--- src/rtl/forward_ctrl_if.sv ---
// ---------------------------------------------------------------------------
// forward_ctrl_if
//
// Purpose : groups the decode-stage signals that the forwarding controller
//           consumes and the selects/stall it returns to decode.
//
// Signals : d_valid, d_rd, d_regwrite, d_ready_stage   decode instruction info
//           d_src0..d_src5, d_use                      decode source registers
//           hold, flush                                backend freeze / squash
//           forward0..forward5, stall                  controller outputs
//           stall_cycles, fwd_count                    counters (FWD_PERF_EN only)
//
// Modports: master = decode side (drives d_*, hold, flush)
//           slave  = forward_ctrl
//
// Optional: FWD_PERF_EN adds the two performance counter outputs.
// ---------------------------------------------------------------------------
interface forward_ctrl_if;
    logic       d_valid;
    logic [5:0] d_rd;
    logic       d_regwrite;
    logic [2:0] d_ready_stage;
    logic [5:0] d_src0;
    logic [5:0] d_src1;
    logic [5:0] d_src2;
    logic [5:0] d_src3;
    logic [5:0] d_src4;
    logic [5:0] d_src5;
    logic [5:0] d_use;
    logic       hold;
    logic       flush;
    logic [2:0] forward0;
    logic [2:0] forward1;
    logic [2:0] forward2;
    logic [2:0] forward3;
    logic [2:0] forward4;
    logic [2:0] forward5;
    logic       stall;
`ifdef FWD_PERF_EN
    logic [31:0] stall_cycles;
    logic [31:0] fwd_count;
`endif

    modport master (
        output d_valid, d_rd, d_regwrite, d_ready_stage,
        output d_src0, d_src1, d_src2, d_src3, d_src4, d_src5, d_use,
        output hold, flush,
        input  forward0, forward1, forward2, forward3, forward4, forward5,
        input  stall
`ifdef FWD_PERF_EN
        , input stall_cycles, fwd_count
`endif
    );

    modport slave (
        input  d_valid, d_rd, d_regwrite, d_ready_stage,
        input  d_src0, d_src1, d_src2, d_src3, d_src4, d_src5, d_use,
        input  hold, flush,
        output forward0, forward1, forward2, forward3, forward4, forward5,
        output stall
`ifdef FWD_PERF_EN
        , output stall_cycles, fwd_count
`endif
    );
endinterface

--- src/rtl/forward_ctrl.sv ---
// ---------------------------------------------------------------------------
// forward_ctrl
//
// Purpose : tracks the destination registers of instructions in flight in
//           stages E, M, M2..M5 and, every cycle, resolves the decode-stage
//           sources against them: forwarding select per source plus the
//           load-use / long-latency stall.
//
// Ports   : clk   clock
//           rstn  asynchronous active-low reset
//           bus   forward_ctrl_if.slave (decode inputs, forward0..5, stall)
//
// Select encoding: 0=regfile, 1=E, 2=M, 3=M2, 4=M3, 5=M4, 6=M5.
//
// Optional: define FWD_PERF_EN to add stall_cycles / fwd_count counters.
// ---------------------------------------------------------------------------
module forward_ctrl (
    input  logic          clk,
    input  logic          rstn,
    forward_ctrl_if.slave bus
);
    localparam int NSTAGE = 6;
    localparam int NSRC   = 6;

    typedef struct packed {
        logic       valid;
        logic [5:0] rd;
        logic [2:0] ready_stage;  // stage at whose output the result exists
    } entry_t;

    // Index 0 is the instruction in E (stage code 1), index 5 is M5.
    entry_t ent_q [NSTAGE];
    entry_t new_ent_d;

    logic [5:0]      src       [NSRC];
    logic [2:0]      fwd       [NSRC];
    logic [NSRC-1:0] not_ready;
    logic            stall;
    logic [2:0]      ready_clamped;

    assign src[0] = bus.d_src0;
    assign src[1] = bus.d_src1;
    assign src[2] = bus.d_src2;
    assign src[3] = bus.d_src3;
    assign src[4] = bus.d_src4;
    assign src[5] = bus.d_src5;

    // Resolve each source against the scoreboard. Walking from oldest to
    // youngest lets the last hit win, so the youngest producer is chosen
    // even when an older one already has its result.
    always_comb begin
        for (int i = 0; i < NSRC; i++) begin
            // NOTE: every output of this block gets a default first, so no
            // path leaves it unassigned and no latch is inferred.
            fwd[i]       = 3'd0;
            not_ready[i] = 1'b0;
            for (int k = NSTAGE - 1; k >= 0; k--) begin
                if (bus.d_use[i] && ent_q[k].valid &&
                    ent_q[k].rd == src[i] && src[i] != 6'd0) begin
                    fwd[i]       = 3'(k + 1);
                    not_ready[i] = 3'(k + 1) < ent_q[k].ready_stage;
                end
            end
        end
    end

    // Flush squashes decode, so a squashed instruction never stalls.
    assign stall = bus.d_valid && !bus.flush && (|not_ready);

    // A ready stage of 0 means "immediately" (same as ALU); anything past
    // M5 is capped there since the result is written back after M5 anyway.
    always_comb begin
        ready_clamped = bus.d_ready_stage;
        if (bus.d_ready_stage == 3'd0)
            ready_clamped = 3'd1;
        else if (bus.d_ready_stage > 3'(NSTAGE))
            ready_clamped = 3'(NSTAGE);
    end

    // A stalled or flushed decode instruction leaves a bubble in E.
    always_comb begin
        new_ent_d.valid       = bus.d_valid && bus.d_regwrite && !stall && !bus.flush;
        new_ent_d.rd          = bus.d_rd;
        new_ent_d.ready_stage = ready_clamped;
    end

    always_ff @(posedge clk or negedge rstn) begin
        if (!rstn) begin
            // NOTE: the scoreboard is a handful of flops, not a RAM, so every
            // entry is reset; the valid bits must be defined from reset.
            for (int k = 0; k < NSTAGE; k++)
                ent_q[k] <= '0;
        end else if (!bus.hold) begin
            // NOTE: non-blocking assignments make the shift read the old
            // value of each entry regardless of statement order.
            ent_q[0] <= new_ent_d;
            for (int k = 1; k < NSTAGE; k++)
                ent_q[k] <= ent_q[k-1];
        end
    end

    assign bus.forward0 = fwd[0];
    assign bus.forward1 = fwd[1];
    assign bus.forward2 = fwd[2];
    assign bus.forward3 = fwd[3];
    assign bus.forward4 = fwd[4];
    assign bus.forward5 = fwd[5];
    assign bus.stall    = stall;

`ifdef FWD_PERF_EN
    logic [31:0] stall_cycles_q;
    logic [31:0] fwd_count_q;
    logic [2:0]  nz_cnt;

    always_comb begin
        nz_cnt = 3'd0;
        for (int i = 0; i < NSRC; i++)
            nz_cnt = nz_cnt + {2'b00, (fwd[i] != 3'd0)};
    end

    // Counters wrap naturally at 2^32.
    always_ff @(posedge clk or negedge rstn) begin
        if (!rstn) begin
            stall_cycles_q <= '0;
            fwd_count_q    <= '0;
        end else begin
            if (stall && !bus.hold)
                stall_cycles_q <= stall_cycles_q + 32'd1;
            if (bus.d_valid && !stall && !bus.flush && !bus.hold)
                fwd_count_q <= fwd_count_q + {29'd0, nz_cnt};
        end
    end

    assign bus.stall_cycles = stall_cycles_q;
    assign bus.fwd_count    = fwd_count_q;
`endif
endmodule

--- src/flat_wrapper.sv ---
// flat-port wrapper written by rule: the top's interface ports become plain ports
module forward_ctrl_flat 
  (clk, rstn, bus_d_valid, bus_d_rd, bus_d_regwrite, bus_d_ready_stage, bus_d_src0, bus_d_src1, bus_d_src2, bus_d_src3, bus_d_src4, bus_d_src5, bus_d_use, bus_hold, bus_flush, bus_forward0, bus_forward1, bus_forward2, bus_forward3, bus_forward4, bus_forward5, bus_stall);
  forward_ctrl_if bus_i ();
  input  logic clk;
  input  logic rstn;
  input wire logic [$bits(bus_i.d_valid)-1:0] bus_d_valid;
  input wire logic [$bits(bus_i.d_rd)-1:0] bus_d_rd;
  input wire logic [$bits(bus_i.d_regwrite)-1:0] bus_d_regwrite;
  input wire logic [$bits(bus_i.d_ready_stage)-1:0] bus_d_ready_stage;
  input wire logic [$bits(bus_i.d_src0)-1:0] bus_d_src0;
  input wire logic [$bits(bus_i.d_src1)-1:0] bus_d_src1;
  input wire logic [$bits(bus_i.d_src2)-1:0] bus_d_src2;
  input wire logic [$bits(bus_i.d_src3)-1:0] bus_d_src3;
  input wire logic [$bits(bus_i.d_src4)-1:0] bus_d_src4;
  input wire logic [$bits(bus_i.d_src5)-1:0] bus_d_src5;
  input wire logic [$bits(bus_i.d_use)-1:0] bus_d_use;
  input wire logic [$bits(bus_i.hold)-1:0] bus_hold;
  input wire logic [$bits(bus_i.flush)-1:0] bus_flush;
  output wire logic [$bits(bus_i.forward0)-1:0] bus_forward0;
  output wire logic [$bits(bus_i.forward1)-1:0] bus_forward1;
  output wire logic [$bits(bus_i.forward2)-1:0] bus_forward2;
  output wire logic [$bits(bus_i.forward3)-1:0] bus_forward3;
  output wire logic [$bits(bus_i.forward4)-1:0] bus_forward4;
  output wire logic [$bits(bus_i.forward5)-1:0] bus_forward5;
  output wire logic [$bits(bus_i.stall)-1:0] bus_stall;
  assign bus_i.d_valid = bus_d_valid;
  assign bus_i.d_rd = bus_d_rd;
  assign bus_i.d_regwrite = bus_d_regwrite;
  assign bus_i.d_ready_stage = bus_d_ready_stage;
  assign bus_i.d_src0 = bus_d_src0;
  assign bus_i.d_src1 = bus_d_src1;
  assign bus_i.d_src2 = bus_d_src2;
  assign bus_i.d_src3 = bus_d_src3;
  assign bus_i.d_src4 = bus_d_src4;
  assign bus_i.d_src5 = bus_d_src5;
  assign bus_i.d_use = bus_d_use;
  assign bus_i.hold = bus_hold;
  assign bus_i.flush = bus_flush;
  assign bus_forward0 = bus_i.forward0;
  assign bus_forward1 = bus_i.forward1;
  assign bus_forward2 = bus_i.forward2;
  assign bus_forward3 = bus_i.forward3;
  assign bus_forward4 = bus_i.forward4;
  assign bus_forward5 = bus_i.forward5;
  assign bus_stall = bus_i.stall;
  forward_ctrl u_core (.clk(clk), .rstn(rstn), .bus(bus_i));
endmodule
--- config.mk ---
export PLATFORM = sky130hd
export DESIGN_NAME = forward_ctrl_flat
export DESIGN_NICKNAME = d
export VERILOG_FILES = /design/src/rtl/forward_ctrl_if.sv /design/src/rtl/forward_ctrl.sv /design/src/flat_wrapper.sv
export SDC_FILE = /design/constraint.sdc
export NUM_CORES = 1
export LEC_CHECK = 0
export BUFFER_PORTS_ARGS = -buffer_cell sky130_fd_sc_hd__buf_4
export CORE_MARGIN = 3
export CORE_UTILIZATION = 60
export CTS_CLUSTER_SIZE = 8
export DETAILED_ROUTE_END_ITERATION = 6
export GPL_ROUTABILITY_DRIVEN = 0
export GPL_TIMING_DRIVEN = 0
export PLACE_DENSITY = 0.94
export SLEW_MARGIN = 40
export SYNTH_ARGS = -nofsm -noshare
export SYNTH_HDL_FRONTEND = slang
export SYNTH_SLANG_ARGS = --single-unit
--- constraint.sdc ---
create_clock -name clk -period 3.2 [get_ports clk]
set_clock_uncertainty 0.05 [all_clocks]
set_input_delay 0.48 -clock clk [delete_from_list [all_inputs] [get_ports clk]]
set_output_delay 0.48 -clock clk [all_outputs]
set_load 0.01 [all_outputs]
==> results of run 1 <==
-- layout make-up --
cell class,count,area [um^2],area share (%)
inverters,7,26.3,0.376
well taps,129,161,2.31
multi-input cells,517,4270,61.1
diodes,1,2.50,0.0358
flip-flops and latches,60,1510,21.7
clock buffers,9,124,1.77
clock inverters,7,75.1,1.08
repair buffers,61,494,7.08
plain buffers,61,318,4.55
-- critical path, stage by stage, from the launching register on --
cell	delay, ns
dfrtp_1	0.58
xnor2_1	0.35
nand3_1	0.17
nor3_1	0.43
a21oi_1	0.16
a21oi_1	0.32
nor3_4	0.10
nor3b_2	0.27
a21oi_2	0.09
buf_4	0.14
-- stage by stage --
step	TNS (ns)	total power, mW	setup WS, ns	hold slack (ns)	instance area (um^2)
5_1_grt	-0.390	3.72	-0.382	0.0555	6980
4_1_cts	-0.110	3.38	-0.110	0.157	6770
6_report	-0.328	3.60	-0.328	0.0147	6980
3_3_place_gp	-0.221	2.45	-0.221	0.425	6370
3_5_place_dp	-0.273	2.55	-0.273	0.436	6370
2_1_floorplan	0	2.17	0.0942	0.134	5930
-- power by group --
part | leakage (nW) | switching [mW] | internal [mW]
Clock | 0.0923 | 0.359 | 0.363
Sequential | 0.712 | 0.348 | 0.915
Combinational | 1.77 | 0.824 | 0.795
-- synth_stat cells (all sizes together) (3+ instances only) --
cell type / instances / area, um^2
clkbuf: 49 / 184
xnor2: 167 / 1460
a31oi: 3 / 18.8
and4: 3 / 26.3
inv: 7 / 26.3
nor4: 11 / 68.8
xor2: 49 / 429
nand4: 39 / 244
a211oi: 4 / 30.0
and3: 4 / 25.0
or3: 5 / 31.3
a21oi: 12 / 60.1
nand2: 26 / 97.6
nor3b: 4 / 30.0
nand3: 24 / 133
nor4b: 3 / 26.3
mux2i: 3 / 30.0
buf: 35 / 176
o21ai: 13 / 65.1
o31ai: 6 / 86.3
nor2: 21 / 81.3
or4: 10 / 75.1
mux2: 58 / 657
dfrtp: 60 / 1500
nor3: 23 / 120
-- metal layers --
metal | routed length, um | part of all wire (%) | vias to the layer above | global-route usage [%]
met2 | 9320 | 44 | 577 | 57.6
met3 | 3080 | 15 | 210 | 11.3
li1 | - | - | 2393 | -
met4 | 1790 | 8.4 | 0 | 22.3
met5 | 0 | 0 | - | 0
met1 | 7040 | 33 | 2757 | 44.1
-- worst min-delay path by stage --
| stage | start | endpoint | cells past startpoint |
|---|---|---|---|
| 3_5_place_dp | u_core.ent_q[50] | u_core.ent_q[50] | 2 |
| 2_1_floorplan | rstn | u_core.ent_q[0] | 0 |
| 5_1_grt | rstn | u_core.ent_q[38] | 1 |
| 4_1_cts | rstn | u_core.ent_q[49] | 1 |
| 6_report | rstn | u_core.ent_q[38] | 1 |
| 3_3_place_gp | u_core.ent_q[50] | u_core.ent_q[50] | 2 |
-- cells in the final DEF, fill, tap and decap left out, types with 4 or more instances in the layout --
master,count
dfrtp_2,9
nor3_2,6
nand3_1,22
o21ai_0,12
buf_6,9
xor2_1,49
nor4_1,5
nor2_1,20
inv_1,7
a211oi_1,4
nand2_1,26
mux2_2,57
nand4_1,39
a21oi_1,11
nor3_1,16
or4_1,6
buf_4,60
xnor2_2,8
or4_4,4
and3_1,4
clkbuf_1,19
xnor2_1,159
buf_1,9
clkbuf_2,10
buf_2,13
dfrtp_1,51
clkbuf_8,9
nor4_2,4
-- kinds of logic after synthesis --
family,Yosys count
adder cells (fa/ha/maj),1
buffers and inverters,91
flip-flops,60
AND/OR/NAND/NOR,181
AO/OA/AOI/OAI,58
multiplexers,61
XOR/XNOR,216
-- repair_timing --
item                                    4_1_cts  5_1_grt
resized for setup                            41       39
endpoints found under the setup margin        8        7
setup buffers                                15        8
pin swaps                                    15       15
gates cloned                                  0        0
==> impl_results.md, run 1 <==
- Multiplexer share of the synthesized area: 11.6%
- Largest register FFs: 60
- Fillers: 592
- Initial antenna violation count: 1
- Final Max Slew Viols: 0
- Drt total wl: 21.2 mm
- Post-Synth XOR/XNOR Area: 31.9%
- CP startpoint kind: flop
- Violated checks: design-rule violations, negative setup slack
- Gate Count Post-Synth: 668
- Leak pwr: 2.58 nW
- FF-to-FF setup slack: 0.38 ns
- # IOs: 76
- Clock slew at reported path FFs: 0.08 ns
- Ys async rst share: 100%
- Initial core utilization: 62.9%
- Total CTS buffers: 9
- Crit path launch: u_core.ent_q[33]
- Status: finished with violations
- Initial DRC Count: 876
- FF+latch count, synth: 60
- Final Critical Period: 3.53 ns
- Worst Max-Slew Pin Slew: 0.733 ns
- CP Class: flop to output pin
- Worst reg2reg path depth: 9
- Vias in the first global route: 6086
- DRT antenna net count: 0
- Top flop regs: u_core.ent_q x60
- CTS tree: yes
- CTS Hold Buffers Added: 0
- DIE AREA: 0.0111 mm^2
- Hpwl dp: 13.8 mm
- Critical Path AT: 3.00 ns
- WL/cell: 24.9 um
- Clock Latency Late Sink: 0.37 ns
- Register area share after synthesis: 25.3%
- Count of cell types in the netlist: 56
- Reg2reg start: u_core.ent_q[33]
- Final hold violations: 0
- Placed cell count: 835
- Syn Nets: 725
- Crit Path Max Fanout: 8
- Clock Sinks: 60
- Via count: 5937
- Final Cycle Share: 110%
- Synth warn: 0
- Drt pass-1 iters: 7
- Worst relative slew slack: 51.1%
- CP endpoint: bus_stall
- # DRC: 39
- GRT Total Usage: 36.7%
- Hold Crit Class: input port to async pin
- Endpoints failing setup: 1
- Die Ht: 105 um
- I/O Buffers: 38
- Fin cells: 852
- Clk buf depth: 2
- Largest net degree at the start of global routing: 61
- End-of-flow core utilization: 74.1%
- Nets: 774
- First-pass GRT wire length: 31.8 mm
- Post-route setup slack: -0.328 ns
- Post-synthesis cell area: 0.00593 mm^2
- Vias per cell: 6.97
- Adder-cell share of the synthesized area: 0.169%
- Peak supply drop: 0.389 mV
- CTS H-tree depth: 3
- Achievable Freq: 283 MHz
- Syn avg cell area: 8.87 um^2
- Most used flip-flop cell after synthesis: dfrtp_1
- Pwr/cell area: 516 mW/mm^2
- Critical Path Sink Type: output pin
- CTS Root Cell: clkbuf_8
- Post-synthesis simple-gate area fraction: 17.1%
- Max Cap Viol: 0
- Core region area: 0.00942 mm^2
- Ratio of cells with drive above 1 in the final layout: 30.3%
- P&R area growth vs syn: 17.8%
- R2R Path End: u_core.ent_q[59]
- Unrepaired setup endpoints after global routing: yes
- Most flops, register: u_core.ent_q
- Worst Path Required: 2.67 ns
- Synth Area in Compound Gates: 7.31%
- EDFF count, synth: 0
- Combinational family with the most area after synthesis: XOR/XNOR gates
- Core Rows: 35
- Die W: 105 um
- Grt ovf: 0
Power figures use the tool's default switching activity.
==> run 2: changes to the inputs <==
--- a/config.mk
+++ b/config.mk
@@ -12,7 +12,7 @@
 export DETAILED_ROUTE_END_ITERATION = 6
 export GPL_ROUTABILITY_DRIVEN = 0
 export GPL_TIMING_DRIVEN = 0
-export PLACE_DENSITY = 0.94
+export PLACE_DENSITY = 0.82
 export SLEW_MARGIN = 40
 export SYNTH_ARGS = -nofsm -noshare
 export SYNTH_HDL_FRONTEND = slang
==> impl_results.md, run 2 (synthesis results as in run 1) <==
- Reg area: 0.00152 mm^2 (+0.25%)
- Drt total wl: 20.2 mm (-5.0%)
- WL/cell: 23.6 um (-5.3%)
- Setup TNS: -0.140 ns (+0.189 ns)
- Crit Path Max Fanout: 8 (unchanged)
- Endpoints failing setup: 1 (unchanged)
- DRT antenna net count: 0 (unchanged)
- Initial DRC Count: 730 (-17%)
- Initial antenna violation count: 0 (-1)
- CTS Hold Buffers Added: 0 (unchanged)
- Violated checks: negative setup slack
- Cell area after layout: 0.00700 mm^2 (+0.22%)
- Largest net degree at the start of global routing: 61 (unchanged)
- CP startpoint kind: flop
- Core region area: 0.00942 mm^2 (unchanged)
- P&R area growth vs syn: 18.1%
- Top flop regs: u_core.ent_q x60
- CTS Root Cell: clkbuf_8
- Nets: 778 (+0.52%)
- Most common cell after layout, fill and taps aside: xnor2_1
- Die Ht: 105 um (unchanged)
- Commonest non-fill, non-tap cells in the layout: xnor2_1 (159), buf_4 (63), mux2_2 (57)
- Worst reg2reg path depth: 8 (-1)
- Area of the multi-input gates: 0.00423 mm^2 (-0.94%)
- Peak supply drop: 0.400 mV (+2.7%)
- Initial core utilization: 62.9% (unchanged)
- Fillers: 639 (+7.9%)
- Largest register FFs: 60 (unchanged)
- Vias in the first global route: 5580 (-8.3%)
- CTS H-tree depth: 3 (unchanged)
- Pwr/cell area: 519 mW/mm^2 (+0.49%)
- Crit path cell chain: xnor2_1 > nand4_1 > nor3_1 > a221oi_1 > o31ai_1 > nand3_1 > o2111a_1 > a21oi_2 > buf_4
- Core Rows: 35 (unchanged)
- Clock slew at reported path FFs: 0.07 ns (about the same)
- CP Class: flop to output pin
- CP Buf/Inv Count: 1 (unchanged)
- Placed cell count: 835 (unchanged)
- Most flops, register: u_core.ent_q
- Max Cap Viol: 0 (unchanged)
- GRT Total Usage: 35.5% (-1.2 points)
- Clock Sinks: 60 (unchanged)
- Worst Max-Slew Pin Slew: 0.880 ns (+0.147 ns)
- Final hold violations: 0 (unchanged)
- CP max-delay cell: dfrtp_1
- First-pass GRT wire length: 30.2 mm (-5.0%)
- I/O Buffers: 38 (unchanged)
- Delay-heaviest family, CP: flip-flops
- Final Critical Period: 3.34 ns (-0.189 ns)
- Unrepaired setup endpoints after global routing: yes
- Cell Area, Placed: 0.00637 mm^2 (unchanged)
- Total CTS buffers: 9 (unchanged)
- Final Cycle Share: 104% (-5.9 points)
- Post-route setup slack: -0.140 ns (+0.189 ns)
- DIE AREA: 0.0111 mm^2 (unchanged)
- Final Max Slew Viols: 0 (unchanged)
- Ratio of cells with drive above 1 in the final layout: 29.9% (-0.44 points)
- Status: finished with violations
- Worst relative slew slack: 41.3% (-9.8 points)
- Die W: 105 um (unchanged)
- Achievable Freq: 299 MHz (+5.6%)
- Hold Slack: 0.141 ns (+0.126 ns)
- Clock Latency Late Sink: 0.34 ns (-0.03 ns)
- Critical Path Sink Type: output pin
- Hold Crit Class: input port to async pin
- CTS tree: yes
- Worst Path Required: 2.67 ns (about the same)
- Clk buf depth: 2 (unchanged)
- Diodes inserted: 0 (-1)
- Vias per cell: 6.60 (-5.3%)
- Critical Path AT: 2.81 ns (-0.19 ns)
- Drt pass-1 iters: 5 (-2)
- Fin cells: 855 (+0.35%)
- Via count: 5641 (-5.0%)
- Grt ovf: 0 (unchanged)
- # DRC: 0 (-100%)
- Hpwl dp: 13.6 mm (-1.4%)
- CP Depth: 9 (unchanged)
- CP peak stage delay: 0.76 ns (+0.18 ns)
- # IOs: 76 (unchanged)
- Leak pwr: 2.60 nW (+0.74%)
[run 2: area by class of cell]
type	count	share of cell area (%)
clock buffers	10	1.82
multi-input cells	517	60.4
flip-flops and latches	60	21.7
inverters	7	0.376
clock inverters	6	1.27
well taps	129	2.31
plain buffers	61	4.58
repair buffers	65	7.55
[run 2: path summary, 6_finish.rpt]
kind	start	endpoint	slack [ns]
min in group clk	bus_d_rd[1]	u_core.ent_q[54]	0.32
worst max register to register	u_core.ent_q[44]	u_core.ent_q[59]	0.60
worst min-delay path	rstn	u_core.ent_q[55]	0.14
worst min register to register	u_core.ent_q[10]	u_core.ent_q[0]	0.45
max in group asynchronous	rstn	u_core.ent_q[15]	2.39
worst max-delay path	u_core.ent_q[44]	bus_stall	-0.14
[run 2: worst register-to-register path, cell delays in order, from the launching register on]
cell and delay [ns]:
dfrtp_1 0.76, xnor2_1 0.21, nand4_1 0.12, nor3_1 0.49, a221oi_1 0.19, o31ai_1 0.12
nand3_1 0.15, o2111a_1 0.17, a32o_1 0.23
[run 2: timing repair]
| action | in CTS | in global routing |
|---|---|---|
| hold endpoints to repair | 0 | 0 |
| resized for setup | 51 | 25 |
| pin swaps | 22 | 17 |
| cloned | 0 | 0 |
| setup endpoints to repair | 6 | 2 |
| buffers inserted | 19 | 8 |
[run 2: report_power, final]
group / leakage [nW] / internal [mW] / switching, mW
Clock: 0.102 / 0.438 / 0.311
Combinational: 1.78 / 0.811 / 0.780
Sequential: 0.709 / 0.917 / 0.372
[run 2: per-stage QoR]
stage | total power [mW] | worst slack [ns] | utilization, %
2_1_floorplan | 2.17 | 0.0942 | -
3_3_place_gp | 2.52 | -0.185 | 67.7
3_5_place_dp | 2.60 | -0.247 | 67.7
4_1_cts | 3.51 | -0.0862 | 73.0
5_1_grt | 3.75 | -0.248 | 74.3
6_report | 3.63 | -0.140 | 74.3
[run 2: metal layers]
| layer | vias up | wire (um) | track usage (%) |
|---|---|---|---|
| li1 | 2402 | - | - |
| met4 | 0 | 1470 | 24.9 |
| met3 | 126 | 2860 | 10.7 |
| met2 | 459 | 8740 | 53.4 |
| met1 | 2654 | 7110 | 43.4 |
| met5 | - | 0 | 0 |
